**src/rtl/vm_mini_msadc_seq.sv**
```systemverilog
// Multislope ADC sequencer: reset / runup / settle / rundown / report, tick-timed.
// Optional zero-input alternation under `MSADC_AUTOZERO_EN`.
module vm_mini_msadc_seq #(
    parameter int RW     = 15,
    parameter int DW     = 16,
    parameter int PERIOD = 100,
    parameter int PH_MIN = 10,
    parameter int RST_T  = 4000,
    parameter int SET_T  = 20,
    parameter int RD_T   = 1200
) (
    input  logic          i_mclk,
    input  logic          i_rst,
    input  logic          i_tick,
    input  logic          i_comp_raw,
    input  logic          i_start,
    input  logic [RW-1:0] i_runup_set,
    output logic          o_sw_in,
    output logic          o_sw_up,
    output logic          o_sw_dn,
    output logic          o_sw_rst,
    output logic          o_sw_vref,
    output logic          o_busy,
    output logic          o_res_valid,
    input  logic          i_res_ready,
    output logic [RW-1:0] o_res_runup,
    output logic          o_res_sign,
    output logic [RW-1:0] o_res_set,
    output logic [DW-1:0] o_res_rundown,
    output logic          o_res_ovf,
    output logic          o_res_zero
);

    function automatic int max2(input int a, input int b);
        return (a > b) ? a : b;
    endfunction

    localparam int TMAX = max2(max2(RST_T, PERIOD), max2(SET_T, RD_T));
    localparam int TW   = $clog2(TMAX + 1);

    localparam logic [TW-1:0] RST_END = TW'(RST_T - 1);
    localparam logic [TW-1:0] PER_END = TW'(PERIOD - 1);
    localparam logic [TW-1:0] SET_END = TW'(SET_T - 1);
    localparam logic [TW-1:0] RD_END  = TW'(RD_T - 1);
    localparam logic [TW-1:0] PH_LO   = TW'(PH_MIN);
    localparam logic [TW-1:0] PH_HI   = TW'(PERIOD - PH_MIN);
    localparam logic [DW-1:0] RD_PRE  = {{(DW-1){1'b1}}, 1'b0};

    typedef enum logic [2:0] {
        S_IDLE, S_RESET, S_RUNUP, S_SETTLE, S_RUNDOWN, S_REPORT
    } state_t;

    state_t        r_state;
    state_t        w_next;
    logic          r_cs1;
    logic          r_cs2;
    logic [TW-1:0] r_tcnt;
    logic [TW-1:0] w_term;
    logic          w_last;
    logic [RW-1:0] r_per;
    logic [RW-1:0] r_set;
    logic          r_dec;
    logic [RW-1:0] r_runup;
    logic          r_sign;
    logic [DW-1:0] r_rd;
    logic          r_ovf;
    logic          r_valid;
    logic [RW-1:0] r_res_runup;
    logic          r_res_sign;
    logic [RW-1:0] r_res_set;
    logic [DW-1:0] r_res_rd;
    logic          r_res_ovf;
    logic          r_res_zero;
    logic          w_load;
    logic          w_dn;
    logic          w_zero;

    always_comb begin
        w_term = '0;
        unique case (r_state)
            S_RESET:   w_term = RST_END;
            S_RUNUP:   w_term = PER_END;
            S_SETTLE:  w_term = SET_END;
            S_RUNDOWN: w_term = RD_END;
            default:   w_term = '0;
        endcase
    end

    assign w_last = (r_tcnt >= w_term);
    assign w_dn   = r_dec ? (r_tcnt < PH_LO) : (r_tcnt < PH_HI);
    assign w_load = i_tick && (r_state == S_REPORT)
                  && (!r_valid || i_res_ready);

    always_comb begin
        w_next    = r_state;
        o_sw_in   = 1'b0;
        o_sw_up   = 1'b0;
        o_sw_dn   = 1'b0;
        o_sw_rst  = 1'b0;
        o_sw_vref = 1'b0;
        unique case (r_state)
            S_IDLE: begin
                o_sw_rst  = 1'b1;
                o_sw_vref = 1'b1;
                if (i_tick && i_start) w_next = S_RESET;
            end
            S_RESET: begin
                o_sw_rst  = 1'b1;
                o_sw_vref = 1'b1;
                if (i_tick) begin
                    if (!i_start)    w_next = S_IDLE;
                    else if (w_last) w_next = S_RUNUP;
                end
            end
            S_RUNUP: begin
                o_sw_in   = !w_zero;
                o_sw_vref = 1'b1;
                o_sw_dn   = w_dn;
                o_sw_up   = !w_dn;
                if (i_tick) begin
                    if (!i_start) w_next = S_IDLE;
                    else if (w_last && (r_per >= r_set))
                        w_next = S_SETTLE;
                end
            end
            S_SETTLE: begin
                if (i_tick) begin
                    if (!i_start)    w_next = S_IDLE;
                    else if (w_last) w_next = S_RUNDOWN;
                end
            end
            S_RUNDOWN: begin
                o_sw_up = r_sign;
                o_sw_dn = !r_sign;
                if (i_tick) begin
                    if (!i_start)    w_next = S_IDLE;
                    else if (w_last) w_next = S_REPORT;
                end
            end
            S_REPORT: begin
                o_sw_rst  = 1'b1;
                o_sw_vref = 1'b1;
                if (w_load) w_next = i_start ? S_RESET : S_IDLE;
            end
            default: w_next = S_IDLE;
        endcase
    end

    always_ff @(posedge i_mclk) begin
        if (i_rst) r_state <= S_IDLE;
        else       r_state <= w_next;
    end

    always_ff @(posedge i_mclk) begin
        if (i_rst) begin
            r_cs1       <= 1'b0;
            r_cs2       <= 1'b0;
            r_tcnt      <= '0;
            r_per       <= '0;
            r_set       <= '0;
            r_dec       <= 1'b0;
            r_runup     <= '0;
            r_sign      <= 1'b0;
            r_rd        <= '0;
            r_ovf       <= 1'b0;
            r_valid     <= 1'b0;
            r_res_runup <= '0;
            r_res_sign  <= 1'b0;
            r_res_set   <= '0;
            r_res_rd    <= '0;
            r_res_ovf   <= 1'b0;
            r_res_zero  <= 1'b0;
        end else begin
            r_cs1 <= i_comp_raw;
            r_cs2 <= r_cs1;
            if (i_tick) begin
                if ((w_next != r_state) || w_last) r_tcnt <= '0;
                else                               r_tcnt <= r_tcnt + TW'(1);
                if (r_state == S_RESET && w_next == S_RUNUP) begin
                    r_set   <= i_runup_set;
                    r_dec   <= 1'b0;
                    r_runup <= '0;
                    r_per   <= '0;
                end
                // decision taken at every period end except the final one
                if (r_state == S_RUNUP && w_next == S_RUNUP && w_last) begin
                    r_dec   <= r_cs2;
                    r_runup <= r_runup + RW'(r_cs2);
                    r_per   <= r_per + RW'(1);
                end
                if (r_state == S_SETTLE && w_next == S_RUNDOWN)
                    r_sign <= r_cs2;
            end
            if (r_state == S_SETTLE && w_next == S_RUNDOWN) begin
                r_rd  <= '0;
                r_ovf <= 1'b0;
            end else if (r_state == S_RUNDOWN && r_cs2 == r_sign && !r_ovf) begin
                r_rd  <= r_rd + DW'(1);
                r_ovf <= (r_rd == RD_PRE);
            end
            if (w_load) begin
                r_valid     <= 1'b1;
                r_res_runup <= r_runup;
                r_res_sign  <= r_sign;
                r_res_set   <= r_set;
                r_res_rd    <= r_rd;
                r_res_ovf   <= r_ovf;
                r_res_zero  <= w_zero;
            end else if (r_valid && i_res_ready) begin
                r_valid <= 1'b0;
            end
        end
    end

`ifdef MSADC_AUTOZERO_EN
    logic r_zconv;

    // a chain restarting from IDLE always begins with an input conversion
    always_ff @(posedge i_mclk) begin
        if (i_rst)                        r_zconv <= 1'b0;
        else if (r_state == S_IDLE)       r_zconv <= 1'b0;
        else if (w_load && i_start)       r_zconv <= !r_zconv;
    end

    assign w_zero = r_zconv;
`else
    assign w_zero = 1'b0;
`endif

    assign o_busy        = (r_state != S_IDLE);
    assign o_res_valid   = r_valid;
    assign o_res_runup   = r_res_runup;
    assign o_res_sign    = r_res_sign;
    assign o_res_set     = r_res_set;
    assign o_res_rundown = r_res_rd;
    assign o_res_ovf     = r_res_ovf;
    assign o_res_zero    = r_res_zero;

endmodule

```
**config.mk**
```make
export PLATFORM = sky130hd
export DESIGN_NAME = vm_mini_msadc_seq
export DESIGN_NICKNAME = d
export VERILOG_FILES = /design/src/rtl/vm_mini_msadc_seq.sv
export SDC_FILE = /design/constraint.sdc
export NUM_CORES = 1
export LEC_CHECK = 0
export ABC_AREA = 0
export CORE_MARGIN = 2
export CORE_UTILIZATION = 60
export DETAILED_ROUTE_END_ITERATION = 12
export PLACE_DENSITY_LB_ADDON = 0.08
export SKIP_LAST_GASP = 1
export SYNTH_ARGS = -nofsm -noshare
export SYNTH_HDL_FRONTEND = slang
export SYNTH_SLANG_ARGS = --single-unit
```
**constraint.sdc**
```tcl
create_clock -name i_mclk -period 5.05 [get_ports i_mclk]
set_clock_uncertainty 0.1 [all_clocks]
set_input_delay 1.515 -clock i_mclk [delete_from_list [all_inputs] [get_ports i_mclk]]
set_output_delay 1.515 -clock i_mclk [all_outputs]
set_load 0.05 [all_outputs]
```
; ---- Yosys cells after proc, flatten, opt, wreduce, memory -nomap -nowiden
; Index checks and enable logic that the tools add are counted.
[totals]
register_bits = 130
ram_bits = 0
mem_count = 0
out_inout_bits = 56
rom_bits = 0
latchBits = 0
[classes]
n_reduce_logical = 27
bitwise = 0
magnitude_cmp = 4
div = 0
shift = 0
n_mul = 0
addsub = 4
muxes = 31
n_eq_ne = 10
[ops]
columns = cell, count
row1 = $pmux 12 s4, 1
row2 = $mux 15, 3
row3 = $mux 3, 14
row4 = $pmux 3 s6, 1
row5 = $add 16x1->16 const B, 1
row6 = $eq 16x16->1 const B, 1
row7 = $add 15x1->15, 1
row8 = $add 15x1->15 const B, 1
row9 = $ge 15x15->1, 1
row10 = $add 12x1->12 const B, 1
row11 = $ge 12x12->1, 1
row12 = $lt 12x4->1 const B, 1
row13 = $lt 12x7->1 const B, 1
row14 = $mux 12, 1
row15 = $logic_and 1x1->1, 11
row16 = $eq 3x2->1 const B, 3
row17 = $eq 3x3->1 const B, 3
row18 = $mux 1, 9
row19 = $reduce_and 2->1, 3
row20 = $logic_not 1->1, 4
row21 = $pmux 1 s2, 2
row22 = $reduce_bool 2->1, 2
row23 = $reduce_or 4->1, 1
row24 = $eq 3x1->1 const B, 1
row25 = 7 further kinds, 8

; ---- Depth between registers and ports, before layout
; Gate-level depths: netlist of run 1.
[depth]
depth_word = 13
ltp_mapped = 16
depth_no_buf = 14

; ---- Least setup slack after synthesis of run 1
; OpenSTA, ideal clock, no wires.
[synth_path]
path_kind = flip-flop to output port
from = register r_tcnt[1]
to = output o_sw_dn
setup_slack_ns = 1.621
arrival_time_ns = 1.814
stages_incl_launch_ff = 8
cell_sequence = dfxtp_1 > o21a_1 > nor2_1 > nor2_1 > o22a_1 > o22ai_1 > nand3_1 > o22ai_1
[synth_between]
elab_chain_cells = 3
word_cells_on_any_way = 4
classes_between = order compare: 2 / mux: 2
[synth_rtl]
columns = element, line
row1 = start: declaration, 57  ; logic [TW-1:0] r_tcnt;
row2 = start signal: assignment, 178  ; else r_tcnt <= r_tcnt + TW'(1);
row3 = $lt 12x7->1 or $lt 12x4->1 (tied branches), 90  ; assign w_dn = r_dec ? (r_tcnt < PH_LO) : (r_tcnt < PH_HI);
row4 = $mux 1 *, 90
row5 = $pmux 1 s2 *, 101  ; unique case (r_state)
row6 = end: declaration, 20  ; output logic o_sw_dn,
; Every way passes the cells marked *; elsewhere a longest branch is shown, timed or not.

; ---- Final worst setup path of run 1
[layout_path]
from = register r_tcnt[2]
to = output o_sw_dn
; Same word-level chain as after synthesis.

==> results of run 1 <==
[worst paths after layout]
kind	end	slack, ns
min reg2reg	r_cs2$_SDFF_PP0_	0.34
max	o_sw_dn	0.67
min	r_cs2$_SDFF_PP0_	0.34
max reg2reg	r_per[4]$_SDFFE_PP0P_	0.75
[synth_stat cells, types with 2 or more instances]
| master | n | area [µm²] |
|---|---|---|
| o211ai_1 | 6 | 45.0 |
| buf_2 | 9 | 45.0 |
| and2_1 | 5 | 31.3 |
| nand4_1 | 15 | 93.8 |
| nor2b_1 | 8 | 50.1 |
| o21ai_1 | 5 | 25.0 |
| nor2_1 | 84 | 315 |
| and3_1 | 3 | 18.8 |
| a2111oi_2 | 2 | 30.0 |
| xnor2_1 | 4 | 35.0 |
| o22ai_1 | 8 | 50.1 |
| nand2_1 | 144 | 541 |
| inv_1 | 61 | 229 |
| nor4_1 | 6 | 37.5 |
| dfxtp_1 | 130 | 2600 |
| o221ai_2 | 6 | 90.1 |
| xor2_1 | 23 | 201 |
| o221ai_1 | 9 | 78.8 |
| a31oi_1 | 3 | 18.8 |
| clkbuf_1 | 20 | 75.1 |
| o22ai_2 | 2 | 25.0 |
| buf_6 | 6 | 67.6 |
| nand2b_1 | 3 | 18.8 |
| nand3_1 | 34 | 170 |
| a211oi_2 | 2 | 25.0 |
| and4_1 | 2 | 17.5 |
| ha_1 | 33 | 413 |
| o41ai_1 | 3 | 26.3 |
| o21ai_0 | 16 | 80.1 |
| nor3_1 | 23 | 115 |
| buf_1 | 2 | 7.51 |
| a21oi_1 | 66 | 330 |
| buf_4 | 2 | 15.0 |
| mux2i_1 | 22 | 220 |
[power groups by stage]
stage               sequential, mW  clock [mW]  combinational [mW]
floorplan                     1.05           0              0.0821
CTS                           1.03        1.08               0.113
global route                  1.03        1.14               0.126
global placement              1.06           0               0.109
detailed placement            1.06           0               0.112
finish                        1.03        1.08               0.114
[cell families after synthesis]
family	synth area share
compound gates	0.159
xor+xnor	0.0370
fa+ha+maj	0.0646
buf+inv	0.0693
flops	0.407
mux	0.0344
other cells	0.000587
simple gates	0.228
[flip-flops by register name, indices dropped and copies added (netlist names), 3 cells and up]
signal	count
o_res_rundown	16
r_runup	15
r_tcnt	12
r_state	3
r_rd	16
r_set	15
o_res_set	15
o_res_runup	15
r_per	15
[cell type report]
type,count,share of cell area
multi-input combinational,562,0.437
timing repair buffer,82,0.104
sequential,130,0.339
clock inverter,12,0.0112
clock buffer,19,0.0562
tap,136,0.0222
inverter,62,0.0303
[layer usage]
metal  vias up  wire length (µm)
met3        25               854
met2       168              7490
met1      2679              7010
met5         -                 0
li1       2814                 -
met4         0               182
==> qor.yml, run 1 <==
drive_above_1_share: 0.0761
num-nets-final: 909
status: "finished clean"
ys_seq_area_frac: 0.407
placed_area_um2: 7160
dpl.cell_count: 972
layout.area.seq_um2: 2600
path_cells: "o21a_1 -> nor2_1 -> nor2_1 -> o22a_1 -> o22ai_1 -> nand3_1 -> o22ai_1 -> clkdlybuf4s50_1"
fin_area_um2: 7680
cp.required_ns: 3.44
cp-startpoint: "r_tcnt[2]$_SDFFE_PP0P_"
reg2reg_depth: 13
total_leakage_power_nw: 2.78
critPathMaxStageDelay_ns: 0.83
netlist_instances: 793
use_met3: 0.0699
overflow: 0
hpwl_mm: 10.6
drt_wl_total_mm: 15.5
gp_congestion: 0.861
wl_per_cell_um: 15.5
grt_pass1_wl_mm: 26.0
critPathTopFamily: "buffers and inverters"
whs_path_depth: 1
layout_commonest_cell: "nand2_1"
viasPerCell: 5.67
drv_slew: 0
clock_latency_ns: 0.54
power_frac_clock: 0.484
drc: 0
avgSynthCellArea_um2: 8.06
final_cell_mix: "144 x nand2_1, 130 x dfxtp_1, 83 x nor2_1, 74 x clkdlybuf4s50_1, 66 x a21oi_1"
gr-usage-met1: 0.364
die_height_um: 107
fillers: 792
multiInputGateArea_um2: 3360
fin_tns_setup_ns: 0
criticalPathCategory: "flip-flop to output pin"
hold_start: "r_cs1$_SDFF_PP0_"
p_switching_uw: 545
fin_util: 0.744
ys_ff_latch: 130
numCtsBuffers: 17
end_kind: "output pin"
powerDensity_nw_per_um2: 290
grt_setup_unrepaired: "false"
setup_viol: 0
diodes: 0
grt_use_total: 0.283
power.internal_mw: 1.68
io_buffers: 75
timing.slew.headroom: 0.486
post-route-min-period_ns: 4.38
path_buf_inv: 1
area_growth_syn_to_layout_pct: 20.2
cts_buffer_depth: 2
hold_buffers: 0
final_cells: 1003
synth_fp_nets: 847
cts_tree: "done"
grt_antenna_before_repair: 0
combPwrFrac: 0.051
post_cts_resized: 0
timing.rr.start: "r_state[0]$_SDFF_PP0_"
async_reset_ff_frac: 0
fin_ws_ns: 0.669
start_util: 0.619
period_share: 0.868
dieArea_um2: 11500
first_iter_violations: 331
rows: 37
grt-busiest-layer: "met2"
firstDrtPassIters: 5
pin_count: 77
vdd_ir_drop_max_uv: 275
use_met2: 0.470
cts.sink_count: 130
cp_data_arrival_time_ns: 2.77
crit_path_top_delay_cell: "clkdlybuf4s50_1"
synth_warnings: 0
path_depth: 8
num_vias: 5686
clk_pin_slew_ns: 0.06
tightest_slew_ns: 0.771
ys_types: 60
ant_nets: 0
critical_path.max_fanout: 6
postCtsSetupBuffers: 0
ctsHtreeMaxLevel: 4
synthesis.area_um2: 6390
maxCapViolCount: 0
max_freq_ghz: 0.228
sw_frac_of_total: 0.245
synth_edf_count: 0
grt_max_degree: 44
clock-root-buffer: "clkbuf_8"
pre_cts_slack_ns: 0.851
grt_pass1_vias: 5494
finalHoldViolations: 0
seq_power_share: 0.464
hold_slack_ns: 0.340
ys.flop_type: "dfxtp_1"
core_um2: 10300
total_power_mw: 2.23
fp.dieW_um: 107
cp-start-kind: "flip-flop"
min_path_type: "flip-flop to flip-flop"
Note: power is estimated with default switching activity, not from simulation.
==> run 2: changes to the inputs <==
- CTS_CLUSTER_DIAMETER: default -> 100
- PLACE_DENSITY: default -> 0.85
- PLACE_DENSITY_LB_ADDON: 0.08 -> default
==> run 2 against run 1 <==
Critical path depth up 5. Routed wire length up 1.2%. Final area up 1.2%. Combinational power about the same. Sequential cell count unchanged. Via count up 3.1%. Setup slack worse by 0.030 ns.
==> qor.yml, run 2 (same netlist as run 1, synthesis figures left out) <==
crit_path_top_delay_cell: "and2_1"  # was clkdlybuf4s50_1
crit_path_frequent_cell: "nor2_1"
path_buf_inv: 2  # was 1
total_leakage_power_nw: 2.83  # was 2.78 nW
critPathMaxStageDelay_ns: 0.55  # was 0.83 ns
die_height_um: 107  # unchanged
criticalPathCategory: "flip-flop to flip-flop"  # was flip-flop to output pin
path_depth: 13  # was 8
sw_frac_of_total: 0.225  # was 0.245
grt_use_total: 0.284  # was 0.283
layout_commonest_cell: "nand2_1"  # unchanged
grt_antenna_before_repair: 0  # unchanged
clock-root-buffer: "clkbuf_8"  # unchanged
critPathTopFamily: "simple AND/OR/NAND/NOR gates"  # was buffers and inverters
layout.area.seq_um2: 2600  # unchanged
area_growth_syn_to_layout_pct: 21.6  # was 20.2%
dieArea_um2: 11500  # unchanged
firstDrtPassIters: 7  # was 5
critical_path.max_fanout: 13  # was 6
power.internal_mw: 1.88  # was 1.68 mW
io_buffers: 75  # unchanged
setup_viol: 0  # unchanged
vdd_ir_drop_max_uv: 229  # was 275 µV
drt_wl_total_mm: 15.7  # was 15.5 mm
multiInputGateArea_um2: 3360  # unchanged
cp-start-kind: "flip-flop"  # unchanged
seq_power_share: 0.427  # was 0.464
final_cell_mix: "144 x nand2_1, 130 x dfxtp_1, 83 x nor2_1, 74 x clkdlybuf4s50_1, 66 x a21oi_1"  # unchanged
post_cts_resized: 0  # unchanged
end_kind: "flip-flop"  # was output pin
numCtsBuffers: 17  # unchanged
whs_path_depth: 1  # unchanged
min_path_type: "flip-flop to flip-flop"  # unchanged
cp.required_ns: 5.41  # was 3.44 ns
fp.dieW_um: 107  # unchanged
ctsHtreeMaxLevel: 4  # unchanged
reg2reg_depth: 13  # unchanged
timing.rr.start: "r_state[0]$_SDFF_PP0_"  # unchanged
grt_setup_unrepaired: "false"  # unchanged
overflow: 0  # unchanged
final_cells: 1005  # was 1003
fillers: 693  # was 792
powerDensity_nw_per_um2: 312  # was 290 nW/µm²
clock_latency_ns: 0.54  # about the same
tightest_slew_ns: 0.774  # was 0.771 ns
postCtsSetupBuffers: 0  # unchanged
grt_max_degree: 76  # was 44
grt_pass1_wl_mm: 25.9  # was 26.0 mm
hpwl_mm: 10.6  # about the same
timing.slew.headroom: 0.482  # was 0.486
p_switching_uw: 545  # about the same
cp-startpoint: "r_state[0]$_SDFF_PP0_"  # was r_tcnt[2]$_SDFFE_PP0P_
max_freq_ghz: 0.227  # was 0.228 GHz
diodes: 0  # unchanged
num-nets-final: 910  # was 909
num_vias: 5862  # was 5686
ant_nets: 0  # unchanged
hold_slack_ns: 0.342  # was 0.340 ns
drive_above_1_share: 0.0748  # was 0.0761
fin_util: 0.753  # was 0.744
combPwrFrac: 0.048  # was 0.051
hold_start: "r_cs1$_SDFF_PP0_"  # unchanged
gp_congestion: 0.884  # was 0.861
status: "finished clean"  # unchanged
power_frac_clock: 0.525  # was 0.484
viasPerCell: 5.83  # was 5.67
core_um2: 10300  # unchanged
grt_pass1_vias: 5556  # was 5494
clk_pin_slew_ns: 0.06  # about the same
hold_buffers: 0  # unchanged
path_cells: "inv_1 -> nor2_1 -> inv_1 -> nor2_1 -> nor2_1 -> ha_1 -> a2111o_1 -> a21oi_4 -> nand2_2 -> o211ai_1 -> and2_1 -> nand3_1 -> o22ai_1"  # was o21a_1 -> nor2_1 -> nor2_1 -> o22a_1 -> o22ai_1 -> nand3_1 -> o22ai_1 -> clkdlybuf4s50_1
period_share: 0.873  # was 0.868
cts_buffer_depth: 2  # unchanged
start_util: 0.619  # unchanged
cts_tree: "done"  # unchanged
finalHoldViolations: 0  # unchanged
wl_per_cell_um: 15.6  # was 15.5 µm
cts.sink_count: 130  # unchanged
rows: 37  # unchanged
fin_tns_setup_ns: 0  # unchanged
cp_data_arrival_time_ns: 4.77  # was 2.77 ns
drc: 0  # unchanged
dpl.cell_count: 973  # was 972
maxCapViolCount: 0  # unchanged
pin_count: 77  # unchanged
drv_slew: 0  # unchanged
total_power_mw: 2.42  # was 2.23 mW
post-route-min-period_ns: 4.41  # was 4.38 ns
first_iter_violations: 543  # was 331
[run 2: worst paths after layout]
path,end,slack (ns)
setup / recovery,r_per[1]$_SDFFE_PP0P_,0.64
hold / removal,r_cs2$_SDFF_PP0_,0.34
setup reg to reg,r_per[1]$_SDFFE_PP0P_,0.64
hold reg to reg,r_cs2$_SDFF_PP0_,0.34
[run 2: metrics by stage]
step	worst slack, ns	instance area [µm²]
CTS	0.628	7780
global placement	0.751	7170
floorplan	1.62	6390
detailed placement	0.659	7170
global route	0.342	7780
finish	0.639	7780
[run 2: power by group through the flow]
stage	logic (mW)	registers (mW)	clock network, mW
after floorplan	0.0821	1.05	0
after global placement	0.108	1.06	0
after detailed placement	0.113	1.06	0
after CTS	0.114	1.03	1.28
after global routing	0.126	1.03	1.33
final	0.116	1.04	1.27
[run 2: layout make-up]
| type | count | area share |
|---|---|---|
| Sequential cell | 130 | 0.335 |
| Clock inverter | 11 | 0.0227 |
| Inverter | 62 | 0.0299 |
| Timing Repair Buffer | 83 | 0.104 |
| Clock buffer | 21 | 0.0552 |
| Tap cell | 136 | 0.0219 |
| Multi-Input combinational cell | 562 | 0.432 |
[run 2: worst reg2reg max path: cells and delay by family (launching register included)]
kind,cells,cell delay (ns)
AND/OR/NAND/NOR,6,2.06
AO/OA/AOI/OAI,4,1.09
flip-flops,1,0.49
buffers and inverters,2,0.34
adder cells (fa/ha/maj),1,0.26
[run 2: layer usage]
metal / wire, µm / vias to the layer above / share of wire / GRT usage
met5: 0 / - / 0 / 0
met4: 325 / 0 / 0.021 / 0.100
met3: 1020 / 39 / 0.065 / 0.0675
met2: 7640 / 236 / 0.49 / 0.478
met1: 6730 / 2757 / 0.43 / 0.354
li1: - / 2830 / - / -
==> run 3: changes to the inputs <==
- CORE_MARGIN: 2 -> default
==> run 3 against run 2 <==
Sequential share of layout area grew 0.15 points. Routed wire length about the same. Final area fell by 0.43%. Critical path depth fell by 5. Combinational power about the same. Maximum frequency barely moved. Sequential cell count did not move. Sequential power about the same. Total power down 3.4%. Utilization is 0.33 points lower. Worst hold slack improved by 0.012 ns. Critical path type is now flip-flop to output pin. Critical endpoint is now o_sw_dn.
==> qor.yml, run 3 (same netlist as run 1, synthesis figures left out) <==
pin_count: 77  # unchanged
cts.sink_count: 130  # unchanged
area_growth_syn_to_layout_pct: 21.1  # was 21.6%
r2r_end: "r_set[7]$_SDFFE_PP0P_"  # was r_per[1]$_SDFFE_PP0P_
criticalPathCategory: "flip-flop to output pin"  # was flip-flop to flip-flop
drt_wl_total_mm: 15.7  # about the same
final_cell_mix: "144 x nand2_1, 130 x dfxtp_1, 83 x nor2_1, 74 x clkdlybuf4s50_1, 66 x a21oi_1"  # unchanged
grt_setup_unrepaired: "false"  # unchanged
total_leakage_power_nw: 2.81  # was 2.83 nW
critical_path.endpoint: "o_sw_dn"  # was r_per[1]$_SDFFE_PP0P_
grt_use_total: 0.296  # was 0.284
diodes: 0  # unchanged
postCtsSetupBuffers: 0  # unchanged
cts_buffer_depth: 2  # unchanged
tightest_slew_ns: 0.731  # was 0.774 ns
overflow: 0  # unchanged
drive_above_1_share: 0.0773  # was 0.0748
fin_tns_setup_ns: 0  # unchanged
maxCapViolCount: 0  # unchanged
cp.required_ns: 3.44  # was 5.41 ns
cts_tree: "done"  # unchanged
grt_antenna_before_repair: 0  # unchanged
num-nets-final: 910  # unchanged
core_um2: 10300  # unchanged
min_path_type: "flip-flop to flip-flop"  # unchanged
cp_data_arrival_time_ns: 2.80  # was 4.77 ns
timing.slew.headroom: 0.510  # was 0.482
viasPerCell: 5.78  # was 5.83
cp-start-kind: "flip-flop"  # unchanged
layout_commonest_cell: "nand2_1"  # unchanged
final_cells: 1003  # was 1005
grt_pass1_vias: 5680  # was 5556
drc: 0  # unchanged
dieArea_um2: 11100  # was 11500 µm²
max_freq_ghz: 0.226  # was 0.227 GHz
die_height_um: 105  # was 107 µm
clock-root-buffer: "clkbuf_8"  # unchanged
start_util: 0.619  # unchanged
fp.dieW_um: 105  # was 107 µm
first_iter_violations: 392  # was 543
num_vias: 5796  # was 5862
post-route-min-period_ns: 4.42  # was 4.41 ns
vdd_ir_drop_max_uv: 303  # was 229 µV
multiInputGateArea_um2: 3360  # unchanged
firstDrtPassIters: 5  # was 7
hold_slack_ns: 0.354  # was 0.342 ns
post_cts_resized: 0  # unchanged
powerDensity_nw_per_um2: 302  # was 312 nW/µm²
io_buffers: 75  # unchanged
fillers: 740  # was 693
reg2reg_depth: 14  # was 13
clk_pin_slew_ns: 0.06  # about the same
ctsHtreeMaxLevel: 4  # unchanged
grt_max_degree: 54  # was 76
ant_nets: 0  # unchanged
cp-startpoint: "r_tcnt[1]$_SDFFE_PP0P_"  # was r_state[0]$_SDFF_PP0_
period_share: 0.874  # was 0.873
wl_per_cell_um: 15.7  # was 15.6 µm
rrSetupSlack_ns: 0.70  # was 0.64 ns
timing.rr.start: "r_state[0]$_SDFF_PP0_"  # unchanged
total_power_mw: 2.34  # was 2.42 mW
grt_pass1_wl_mm: 26.1  # was 25.9 mm
finalHoldViolations: 0  # unchanged
dpl.cell_count: 973  # unchanged
numCtsBuffers: 17  # unchanged
gp_congestion: 0.825  # was 0.884
clock_latency_ns: 0.54  # about the same
setup_viol: 0  # unchanged
drv_slew: 0  # unchanged
rows: 37  # unchanged
hpwl_mm: 10.9  # was 10.6 mm
hold_buffers: 0  # unchanged
end_kind: "output pin"  # was flip-flop
layout.area.seq_um2: 2600  # unchanged
status: "finished clean"  # unchanged
critical_path.max_fanout: 7  # was 13
==> run 3: worst min path at each step <==
stage | from | end | slack, ns | depth (start not counted)
finish | o_res_rundown[2]$_SDFFE_PP0P_ | o_res_rundown[2]$_SDFFE_PP0P_ | 0.35 | 2
global route | o_res_runup[5]$_SDFFE_PP0P_ | o_res_runup[5]$_SDFFE_PP0P_ | 0.38 | 2
CTS | o_res_rundown[2]$_SDFFE_PP0P_ | o_res_rundown[2]$_SDFFE_PP0P_ | 0.36 | 2
detailed placement | r_cs1$_SDFF_PP0_ | r_cs2$_SDFF_PP0_ | 0.34 | 1
global placement | r_cs1$_SDFF_PP0_ | r_cs2$_SDFF_PP0_ | 0.33 | 1
floorplan | r_cs1$_SDFF_PP0_ | r_cs2$_SDFF_PP0_ | 0.31 | 1
==> run 3: critical path, stage by stage (launching register included) <==
cell and delay [ns]:
dfxtp_1 0.38, o21a_1 0.24, nor2_1 0.09, nor2_1 0.05, o22a_1 0.17, o22ai_1 0.18, nand3_1 0.15, o22ai_1 0.18
clkdlybuf4s50_1 0.82
==> run 3: routing by layer <==
layer / global-route usage / up-vias / part of all wire / wire length (µm)
met1: 0.352 / 2752 / 0.43 / 6770
met2: 0.503 / 184 / 0.50 / 7830
met3: 0.0779 / 35 / 0.053 / 827
met4: 0.127 / 0 / 0.018 / 287
li1: - / 2825 / - / -
met5: 0 / - / 0 / 0
==> run 3: metrics by stage <==
stage	worst slack, ns	cell area [µm²]	util
floorplan	1.62	6390	-
global placement	0.919	7170	0.695
detailed placement	0.839	7170	0.695
CTS	0.643	7740	0.750
global route	0.446	7740	0.750
finish	0.635	7740	0.750
==> run 3: report_power, final <==
part	internal [mW]	switching [mW]	total [mW]
clock network	0.726	0.466	1.19
logic	0.0421	0.0733	0.115
registers	1.03	0.00551	1.03
==> run 3: area by class of cell <==
| class | count | share of cell area |
|---|---|---|
| repair buffers | 83 | 0.104 |
| inverters | 62 | 0.0301 |
| multi-input cells | 562 | 0.434 |
| well taps | 136 | 0.0220 |
| clock inverters | 11 | 0.0168 |
| flip-flops and latches | 130 | 0.336 |
| clock buffers | 19 | 0.0570 |
